<file path="src/rtl/known_ch_pkg.sv">
// Shared types and constants for the known-cluster-head table.
// A table entry is one packed record; the helper saturates the hop increment.
package known_ch_pkg;

    localparam int DEF_WORD_WIDTH = 16;
    localparam int DEF_DEPTH      = 8;

    localparam logic [DEF_WORD_WIDTH-1:0] NO_CH    = 16'd0;
    localparam logic [DEF_WORD_WIDTH-1:0] HOPS_INF = 16'hFFFF;

    typedef struct packed {
        logic                      valid;
        logic [DEF_WORD_WIDTH-1:0] id;
        logic [DEF_WORD_WIDTH-1:0] hops;
        logic [DEF_WORD_WIDTH-1:0] qvalue;
    } ch_entry_t;

    function automatic logic [DEF_WORD_WIDTH-1:0] satInc(input logic [DEF_WORD_WIDTH-1:0] v);
        return (v == HOPS_INF) ? HOPS_INF : v + 16'd1;
    endfunction

endpackage

</file>
<file path="src/rtl/known_ch_select.sv">
// Combinational argmax over the CH table: highest Q, then fewest hops,
// then lowest index. found_o is low when no entry is valid.
module known_ch_select
    import known_ch_pkg::*;
#(
    parameter  int DEPTH = DEF_DEPTH,
    localparam int IDX_W = (DEPTH > 1) ? $clog2(DEPTH) : 1
) (
    input  ch_entry_t          entries_i [DEPTH],
    output logic [IDX_W-1:0]   bestIdx_o,
    output logic               found_o
);

    logic [DEF_WORD_WIDTH-1:0] bestQ;
    logic [DEF_WORD_WIDTH-1:0] bestHops;

    // Strict comparisons keep the earlier (lower-index) entry on a full tie.
    always_comb begin
        bestIdx_o = '0;
        found_o   = 1'b0;
        bestQ     = '0;
        bestHops  = '0;
        for (int i = 0; i < DEPTH; i++) begin
            if (entries_i[i].valid &&
                (!found_o ||
                 entries_i[i].qvalue > bestQ ||
                 (entries_i[i].qvalue == bestQ && entries_i[i].hops < bestHops))) begin
                found_o   = 1'b1;
                bestIdx_o = IDX_W'(i);
                bestQ     = entries_i[i].qvalue;
                bestHops  = entries_i[i].hops;
            end
        end
    end

endmodule

</file>
<file path="src/rtl/known_ch_v2.sv">
// Known-CH table: records CH advertisements between heartbeats and publishes
// the best CH with this node's hop distance to it, one edge after the table.
module known_ch_v2
    import known_ch_pkg::*;
#(
    parameter  int WORD_WIDTH = DEF_WORD_WIDTH,
    parameter  int DEPTH      = DEF_DEPTH,
    localparam int IDX_W      = (DEPTH > 1) ? $clog2(DEPTH) : 1
) (
    input  logic                  clk,
    input  logic                  nrst,
    input  logic                  en_KCH,
    input  logic                  HB_reset,
    input  logic [WORD_WIDTH-1:0] HB_CHlimit,
    input  logic [WORD_WIDTH-1:0] fCH_ID,
    input  logic [WORD_WIDTH-1:0] fCH_Hops,
    input  logic [WORD_WIDTH-1:0] fCH_QValue,
    output logic [WORD_WIDTH-1:0] chosenCH,
    output logic [WORD_WIDTH-1:0] hopsfromCH
);

    ch_entry_t             entries_q [DEPTH];
    ch_entry_t             entries_d [DEPTH];
    logic [WORD_WIDTH-1:0] count_q, count_d;
    logic [WORD_WIDTH-1:0] limit_q, limit_d;
    logic [WORD_WIDTH-1:0] chosen_q, chosen_d;
    logic [WORD_WIDTH-1:0] hops_q, hops_d;

    logic [WORD_WIDTH-1:0] effLimit;
    logic                  matchHit, freeHit, minHit;
    logic [IDX_W-1:0]      matchIdx, freeIdx, minIdx;
    logic [WORD_WIDTH-1:0] minQ;
    logic [IDX_W-1:0]      bestIdx;
    logic                  bestFound;

    assign effLimit = (limit_q > WORD_WIDTH'(DEPTH)) ? WORD_WIDTH'(DEPTH) : limit_q;

    known_ch_select #(.DEPTH(DEPTH)) uSelect (
        .entries_i (entries_q),
        .bestIdx_o (bestIdx),
        .found_o   (bestFound)
    );

    // Locate an existing ID, the first free slot and the weakest valid entry.
    always_comb begin
        matchHit = 1'b0;
        matchIdx = '0;
        freeHit  = 1'b0;
        freeIdx  = '0;
        minHit   = 1'b0;
        minIdx   = '0;
        minQ     = '0;
        for (int i = 0; i < DEPTH; i++) begin
            if (entries_q[i].valid && entries_q[i].id == fCH_ID && !matchHit) begin
                matchHit = 1'b1;
                matchIdx = IDX_W'(i);
            end
            if (!entries_q[i].valid && !freeHit) begin
                freeHit = 1'b1;
                freeIdx = IDX_W'(i);
            end
            if (entries_q[i].valid && (!minHit || entries_q[i].qvalue < minQ)) begin
                minHit = 1'b1;
                minIdx = IDX_W'(i);
                minQ   = entries_q[i].qvalue;
            end
        end
    end

    // Heartbeat wins over a same-cycle advertisement.
    always_comb begin
        entries_d = entries_q;
        count_d   = count_q;
        limit_d   = limit_q;
        if (HB_reset) begin
            for (int i = 0; i < DEPTH; i++) entries_d[i].valid = 1'b0;
            count_d = '0;
            limit_d = HB_CHlimit;
        end else if (en_KCH && fCH_ID != NO_CH) begin
            if (matchHit) begin
                entries_d[matchIdx].hops   = fCH_Hops;
                entries_d[matchIdx].qvalue = fCH_QValue;
            end else if (count_q < effLimit) begin
                entries_d[freeIdx] = '{valid: 1'b1, id: fCH_ID, hops: fCH_Hops, qvalue: fCH_QValue};
                count_d = count_q + 1'b1;
            end else if (minHit && fCH_QValue > minQ) begin
                entries_d[minIdx] = '{valid: 1'b1, id: fCH_ID, hops: fCH_Hops, qvalue: fCH_QValue};
            end
        end
    end

    always_comb begin
        chosen_d = NO_CH;
        hops_d   = HOPS_INF;
        if (bestFound) begin
            chosen_d = entries_q[bestIdx].id;
            hops_d   = satInc(entries_q[bestIdx].hops);
        end
    end

    always_ff @(posedge clk or negedge nrst) begin
        if (!nrst) begin
            for (int i = 0; i < DEPTH; i++) entries_q[i] <= '0;
            count_q  <= '0;
            limit_q  <= '0;
            chosen_q <= NO_CH;
            hops_q   <= HOPS_INF;
        end else begin
            entries_q <= entries_d;
            count_q   <= count_d;
            limit_q   <= limit_d;
            chosen_q  <= chosen_d;
            hops_q    <= hops_d;
        end
    end

    assign chosenCH   = chosen_q;
    assign hopsfromCH = hops_q;

endmodule

</file>
<file path="config.mk">
export PLATFORM = sky130hd
export DESIGN_NAME = known_ch_v2
export DESIGN_NICKNAME = d
export VERILOG_FILES = /design/src/rtl/known_ch_pkg.sv /design/src/rtl/known_ch_select.sv /design/src/rtl/known_ch_v2.sv
export SDC_FILE = /design/constraint.sdc
export NUM_CORES = 2
export LEC_CHECK = 0
export ABC_AREA = 1
export BUFFER_PORTS_ARGS = -buffer_cell sky130_fd_sc_hd__buf_2
export CELL_PAD_IN_SITES_DETAIL_PLACEMENT = 0
export CELL_PAD_IN_SITES_GLOBAL_PLACEMENT = 2
export CORE_ASPECT_RATIO = 1.25
export CORE_MARGIN = 2
export CORE_UTILIZATION = 41
export CTS_BUF_LIST = sky130_fd_sc_hd__clkbuf_8
export DETAILED_ROUTE_END_ITERATION = 8
export GPL_ROUTABILITY_DRIVEN = 0
export GPL_TIMING_DRIVEN = 0
export PLACE_DENSITY_LB_ADDON = 0.1
export SLEW_MARGIN = 20
export SYNTH_ARGS = -nofsm -noshare
export SYNTH_HDL_FRONTEND = slang
export SYNTH_SLANG_ARGS = --single-unit
</file>
<file path="constraint.sdc">
create_clock -name clk -period 21.8 [get_ports clk]
set_input_delay 3.27 -clock clk [delete_from_list [all_inputs] [get_ports clk]]
set_output_delay 3.27 -clock clk [all_outputs]
set_load 0.01 [all_outputs]
</file>
Word level (Yosys, flattened, before mapping)
Index checks and enable logic that the tools add are counted.
Storage, ports and cells
  output and inout port bits: 32
  input bits: 68
  flip-flop bits (word level): 456
  logic and storage cells: 315
Cells by class
  $add $sub $neg: 2
  order comparisons: 31
  eq/ne operators: 17
  bitwise operators: 5
  mux-type cells: 114
  reduce and logical (&&, ||, !) cells: 110
Operator list (number)
  392-bit bitwise mux: 4
  392-bit 2-to-1 mux: 4
  49-bit demux with 3-bit select: 4
  16-bit 2-to-1 mux: 30
  16-bit equality test: 15
  16-bit < comparator: 15
  49-bit binary-select mux with 3-bit select: 1
  16-bit greater-than comparator: 8
  49-bit 2-to-1 mux: 2
  48-bit 2-to-1 mux: 2
  3-bit 2-to-1 mux: 22
  1-bit logical AND: 48
  1-bit 2-to-1 mux: 42
  1-bit zero test: 33
  16-bit by 1-bit adder with 16-bit output (second input constant): 2
  32-bit 2-to-1 mux: 1
  1-bit logical OR: 21
  16-bit equality test (second input constant): 1
  4-bit >= comparator (second input constant): 4
  16-bit by 4-bit greater-than comparator with 1-bit output (second input constant): 1
  3-bit inverter with 4-bit output: 4
  16-bit nonzero test: 1
  4-bit by 1-bit < comparator with 1-bit output (second input constant): 3
  3-bit AND reduction: 2
  7 further kinds: 9

Longest topological paths before layout
  depth in word-level cells: 43
  mapped depth: 120
  gate-level depth less buffers: 106

By module
Synthesis repeated with hierarchy kept, for this count alone.
Unflattened totals
  cell total of the unflattened synthesis: 4931
  area total of the unflattened synthesis: 34904.7 µm²
By module, submodules not included
  known_ch_v2: instances 1, area each 27863.0 µm², sequential area each 11431.0 µm², cells each 3752
  known_ch_select: instances 1, area each 7041.8 µm², sequential area each 0.0 µm², cells each 1179

Worst setup path after synthesis
No wires, ideal clock.
  kind: reg2reg
  start: reg entries_q[391] in the netlist's numbering
  end: reg hops_q[12], in the netlist hopsfromCH[12]
  required time: 21.740 ns
  setup time: 0.060 ns
  stages on the path, launching flop included: 113
  data arrival time: 13.789 ns
  buffers on the path: 15
  clock period less this slack: 13.849 ns
  slack: 7.951 ns
  cell sequence: dfrtp_1 > clkbuf_1 > clkbuf_1 > buf_1 > nand2_1 > ha_1 > nand2_1 > inv_1 > nand2_1 > a31oi_1 > nor3_1 > nand2_1 > nand2_2 > nand2_4 > clkbuf_1 > nand2_1 > o21ai_0 > ha_1 > (+77 left out) > o2111ai_1 > a21oi_1 > nand2_2 > nand2_4 > buf_2 > buf_2 > nand3_1 > nand3_1 > nand3_1 > nand2_1 > ha_1 > nand2_1 > nor2_1 > nand3_2 > nor2_2 > nor2_4 > buf_6 > nand2_1
On the way
  longest elaborated chain between the ends: 43
  elaborated cells on any way between the ends: 93
  classes of those cells: add/sub: 1; order compare: 14; eq/ne: 8; mux: 34; bitwise: 1; reduce/logical: 35
Ends and longest elaborated chain
  start, declared: line known_ch_v2.sv:22  | ch_entry_t entries_q [DEPTH];
  start signal, assigned: line known_ch_v2.sv:109  | entries_q <= entries_d;
  16-bit 2-to-1 mux or 1-bit 2-to-1 mux (tied branches): line known_ch_select.sv:24  | if (entries_i[i].valid &&
  16-bit greater-than comparator (tied with other cells): line known_ch_select.sv:26  | entries_i[i].qvalue > bestQ ||
  1-bit logical OR or 1-bit logical AND (tied branches): line known_ch_select.sv:25, known_ch_select.sv:27
  1-bit logical OR: line known_ch_select.sv:26
  1-bit logical AND: line known_ch_select.sv:24
  16-bit 2-to-1 mux or 1-bit 2-to-1 mux (tied branches): line known_ch_select.sv:24
  16-bit greater-than comparator (tied with other cells): line known_ch_select.sv:26
  1-bit logical OR or 1-bit logical AND (tied branches): line known_ch_select.sv:25, known_ch_select.sv:27
  (+27 left out)
  3-bit 2-to-1 mux: line known_ch_select.sv:24
  3-bit inverter with 4-bit output (not written as such): line known_ch_v2.sv:97  | hops_d = satInc(entries_q[bestIdx].hops);
  49-bit binary-select mux with 3-bit select: line known_ch_v2.sv:97
  48-bit 2-to-1 mux (not written as such) (2 in a row): line known_ch_v2.sv:97
  16-bit by 1-bit adder with 16-bit output or 16-bit equality test (tied branches): line known_ch_pkg.sv:19  | return (v == HOPS_INF) ? HOPS_INF : v + 16'd1;
  16-bit 2-to-1 mux: line known_ch_pkg.sv:19
  16-bit 2-to-1 mux (*): line known_ch_v2.sv:95  | if (bestFound) begin
  net hops_d[12]: line known_ch_v2.sv:27  | logic [WORD_WIDTH-1:0] hops_q, hops_d;
  end signal, assigned: line known_ch_v2.sv:113  | hops_q <= hops_d;
  end, declared: line known_ch_v2.sv:27
The timed path passes the listed nets; every way through them passes the cells marked *. The select of a mux whose other input is x is not followed.
A chain may end at the register's enable or synchronous reset.

Final worst setup path
  start: reg entries_q[391] in the netlist's numbering
  end: reg chosen_q[15], in the netlist chosenCH[15]
On the way
  longest elaborated chain between the ends: 41
  elaborated cells on any way between the ends: 90
  classes of those cells: order compare: 14; eq/ne: 7; mux: 33; bitwise: 1; reduce/logical: 35
Ends and longest elaborated chain
  16-bit 2-to-1 mux or 1-bit 2-to-1 mux (tied branches): line known_ch_select.sv:24
  16-bit greater-than comparator (tied with other cells): line known_ch_select.sv:26
  1-bit logical OR or 1-bit logical AND (tied branches): line known_ch_select.sv:25, known_ch_select.sv:27
  1-bit logical OR: line known_ch_select.sv:26
  1-bit logical AND: line known_ch_select.sv:24
  16-bit 2-to-1 mux or 1-bit 2-to-1 mux (tied branches): line known_ch_select.sv:24
  16-bit greater-than comparator (tied with other cells): line known_ch_select.sv:26
  1-bit logical OR or 1-bit logical AND (tied branches): line known_ch_select.sv:25, known_ch_select.sv:27
  (+25 left out)
  1-bit logical OR: line known_ch_select.sv:26
  1-bit logical AND: line known_ch_select.sv:24
  3-bit 2-to-1 mux: line known_ch_select.sv:24
  3-bit inverter with 4-bit output (not written as such): line known_ch_v2.sv:96  | chosen_d = entries_q[bestIdx].id;
  49-bit binary-select mux with 3-bit select: line known_ch_v2.sv:96
  48-bit 2-to-1 mux (2 in a row)
  16-bit 2-to-1 mux (*): line known_ch_v2.sv:95
  net chosen_d[15]: line known_ch_v2.sv:26  | logic [WORD_WIDTH-1:0] chosen_q, chosen_d;
  end signal, assigned: line known_ch_v2.sv:112  | chosen_q <= chosen_d;
  end, declared: line known_ch_v2.sv:26
Marked as above.

==> metrics <==
layout cells sized above 1 0.0682; worst vdd ir 0.0000672 V; Final Hold Viols 0; crit path DAT about 22 ns; Final ANT Viol Nets 0; final setup vio count 0; Crit Path Category flop to flop; Clock Skew between 0.04 and 0.05 ns; Tmin final between 20 and 25 ns; Die Wd 263 um; Via density 5.73; post-DP HPWL 122,000 um; Ys Warns 0; mapped cell area 34,300 sq um; Pwr per Cell Area between 100 and 150 nW/um^2; initial DRC count 3,231; leakage 0.0197 uW; register clock-pin slew on the reported worst setup and hold paths 0.06 ns; commonest non-fill, non-tap cells in the layout 1,504 x nand2_1, 601 x o21ai_0, 509 x nand3_1; Setup Buffers After CTS 0; Unique masters post-synth 64; CORE AREA 83,000 sq um; clk_lat worst skew 0.76 ns; # port buffers 88; Min Hold Slack 0.473 ns; synthesis-to-finish area growth 11.0%; Bufs on Longest Clock Path 3; pre-CTS setup slack -0.633 ns; Ports 100; Post-Route WL ~150,000 um; largest net degree at the start of global routing 93; crit path launch type flop; Final nets 5,511; CTS hold repair buffers 0; global route overflow 0; most common cell after layout, fill and taps aside nand2_1; Worst setup EP type flop; Post-synth EDFFs 0; critical path's largest stage delay 0.80 ns; Slew Viols, Final 0; WL/cell 24.6 um; die height about 330 um; initial core utilization 0.414; Syn Area/Cell between 6 and 7 sq um; TritonCTS clock tree built; Synth Flop Type dfrtp_1; status finished clean; Final Cycle Share 0.969; Mapped Cells 4,915; first-pass GRT wire length 224,000 um; Placement Rows 118; Worst-Margin Slew 1.20 ns; FF+latch count, synth 456; cell mode on critical path nand2_1; TritonRoute pass-1 iters 6; family with the most delay on the worst path simple AND/OR/NAND/NOR gates; FMAX 47.3 MHz; fillers 8,755; Inserted Clock Buffers 84; CP required 22.44 ns; RSZ-0062 raised after global routing no; initial antenna violation count 4; Max-Cap Viols 0; clk sinks 456; Tot GR Track Use 0.350; Critical-path top delay cell clkbuf_1; flop2flop setup slack 0.68 ns; worst hold path class flop to flop; ys async rst share 1.00; # DRC 0; vias in the first global route 34,800; sequential-to-total area share from yosys stat 0.333; die footprint 86,100 sq um; H-tree Lvls 3; Final Worst Setup Slack 0.676 ns; crit-path max FO 11; slew margin rel. 0.203; root buffer cell clkbuf_8; DR vias 35,800; Crit path buffers/inverters 14
==> logic make-up (layout without fill, tap and decap cells) <==
group	Yosys count	after routing	share of synthesized area
DFF	456	456	0.333
AOI/OAI and AO/OA	936	936	0.148
other	1	15	0.000109
adders and majority gates	340	340	0.124
and+or+nand+nor	2565	2565	0.317
xor gates and xnor gates	49	49	0.0125
buffers and inverters	568	807	0.0651
==> per-layer routing <==
metal	GRT usage	vias to the layer above	routed length (um)
met1	0.402	16800	58700
met2	0.613	1493	74200
li1	-	17100	-
met3	0.0437	483	9140
met5	0	-	9
met4	0.236	2	11400
==> final timing paths <==
| kind | startpoint | to | depth (start not counted) |
|---|---|---|---|
| max in group asynchronous | nrst | hopsfromCH[9] | 3 |
| worst min-delay path | limit_q[9] | limit_q[9] | 2 |
| min in group asynchronous | nrst | entries_q[90] | 1 |
| worst min register to register | limit_q[9] | limit_q[9] | 2 |
| worst max-delay path | entries_q[391] | chosenCH[15] | 89 |
| worst max register to register | entries_q[391] | chosenCH[15] | 89 |
==> through the flow <==
step	cell area, sq um	util	power [uW]	setup TNS [ns]	std cells
after global placement	36200	0.436	3000	-17.97	6094
after CTS	38100	0.459	3940	0	6246
after detailed placement	36300	0.438	3020	-15.32	6099
after global routing	38100	0.459	4220	0	6246
final	38100	0.459	3960	0	6248
after floorplan	34400	-	2310	0	4926
==> report_power, final <==
part | leakage, uW | switching [uW] | internal (uW)
sequential | 0.00593 | 133 | 986
clock | 0.000999 | 420 | 482
combinational | 0.0128 | 1330 | 603
total | 0.0197 | 1890 | 2070
==> sequential cells by signal, summed over array words and instances (netlist names) <==
register,flops
entries_q,392
chosenCH,16
count_q,16
hopsfromCH,16
limit_q,16
==> Yosys cell counts (43+ instances only) <==
library cell     n  share of area
nand3_1        509          0.074
nand4_1         89          0.016
buf_2           43         0.0063
clkbuf_1       202          0.022
a21oi_1        199          0.029
ha_1           340           0.12
nor3_1          49         0.0071
dfrtp_1        440           0.32
inv_1          284          0.031
o21ai_0        601          0.088
nand2_1       1504           0.16
nor2_1         310          0.034
==> worst reg2reg max path, delay by kind of cell (launching register included) <==
| kind | cells | cell delay, ns |
|---|---|---|
| compound gates | 13 | 3.10 |
| fa+ha+maj | 7 | 2.23 |
| buf+inv | 14 | 4.96 |
| flops | 1 | 0.57 |
| simple gates | 55 | 10.11 |
==> final cells by class <==
cell class	instances	area, sq um	share of cell area
multi-input cells	3902	20700	0.544
flip-flops and latches	456	11400	0.300
clock buffers	105	1450	0.0379
well taps	1080	1350	0.0355
plain buffers	275	1160	0.0304
inverters	291	1090	0.0287
repair buffers	93	588	0.0154
clock inverters	43	318	0.00834
diodes	3	7.51	0.000197
==> what timing repair did <==
item / in CTS / in global routing
cloned: 0 / 0
endpoints found under the setup margin: 32 / 33
resized for setup: 7 / 24
No activity file was read; power rests on OpenSTA's default activity.
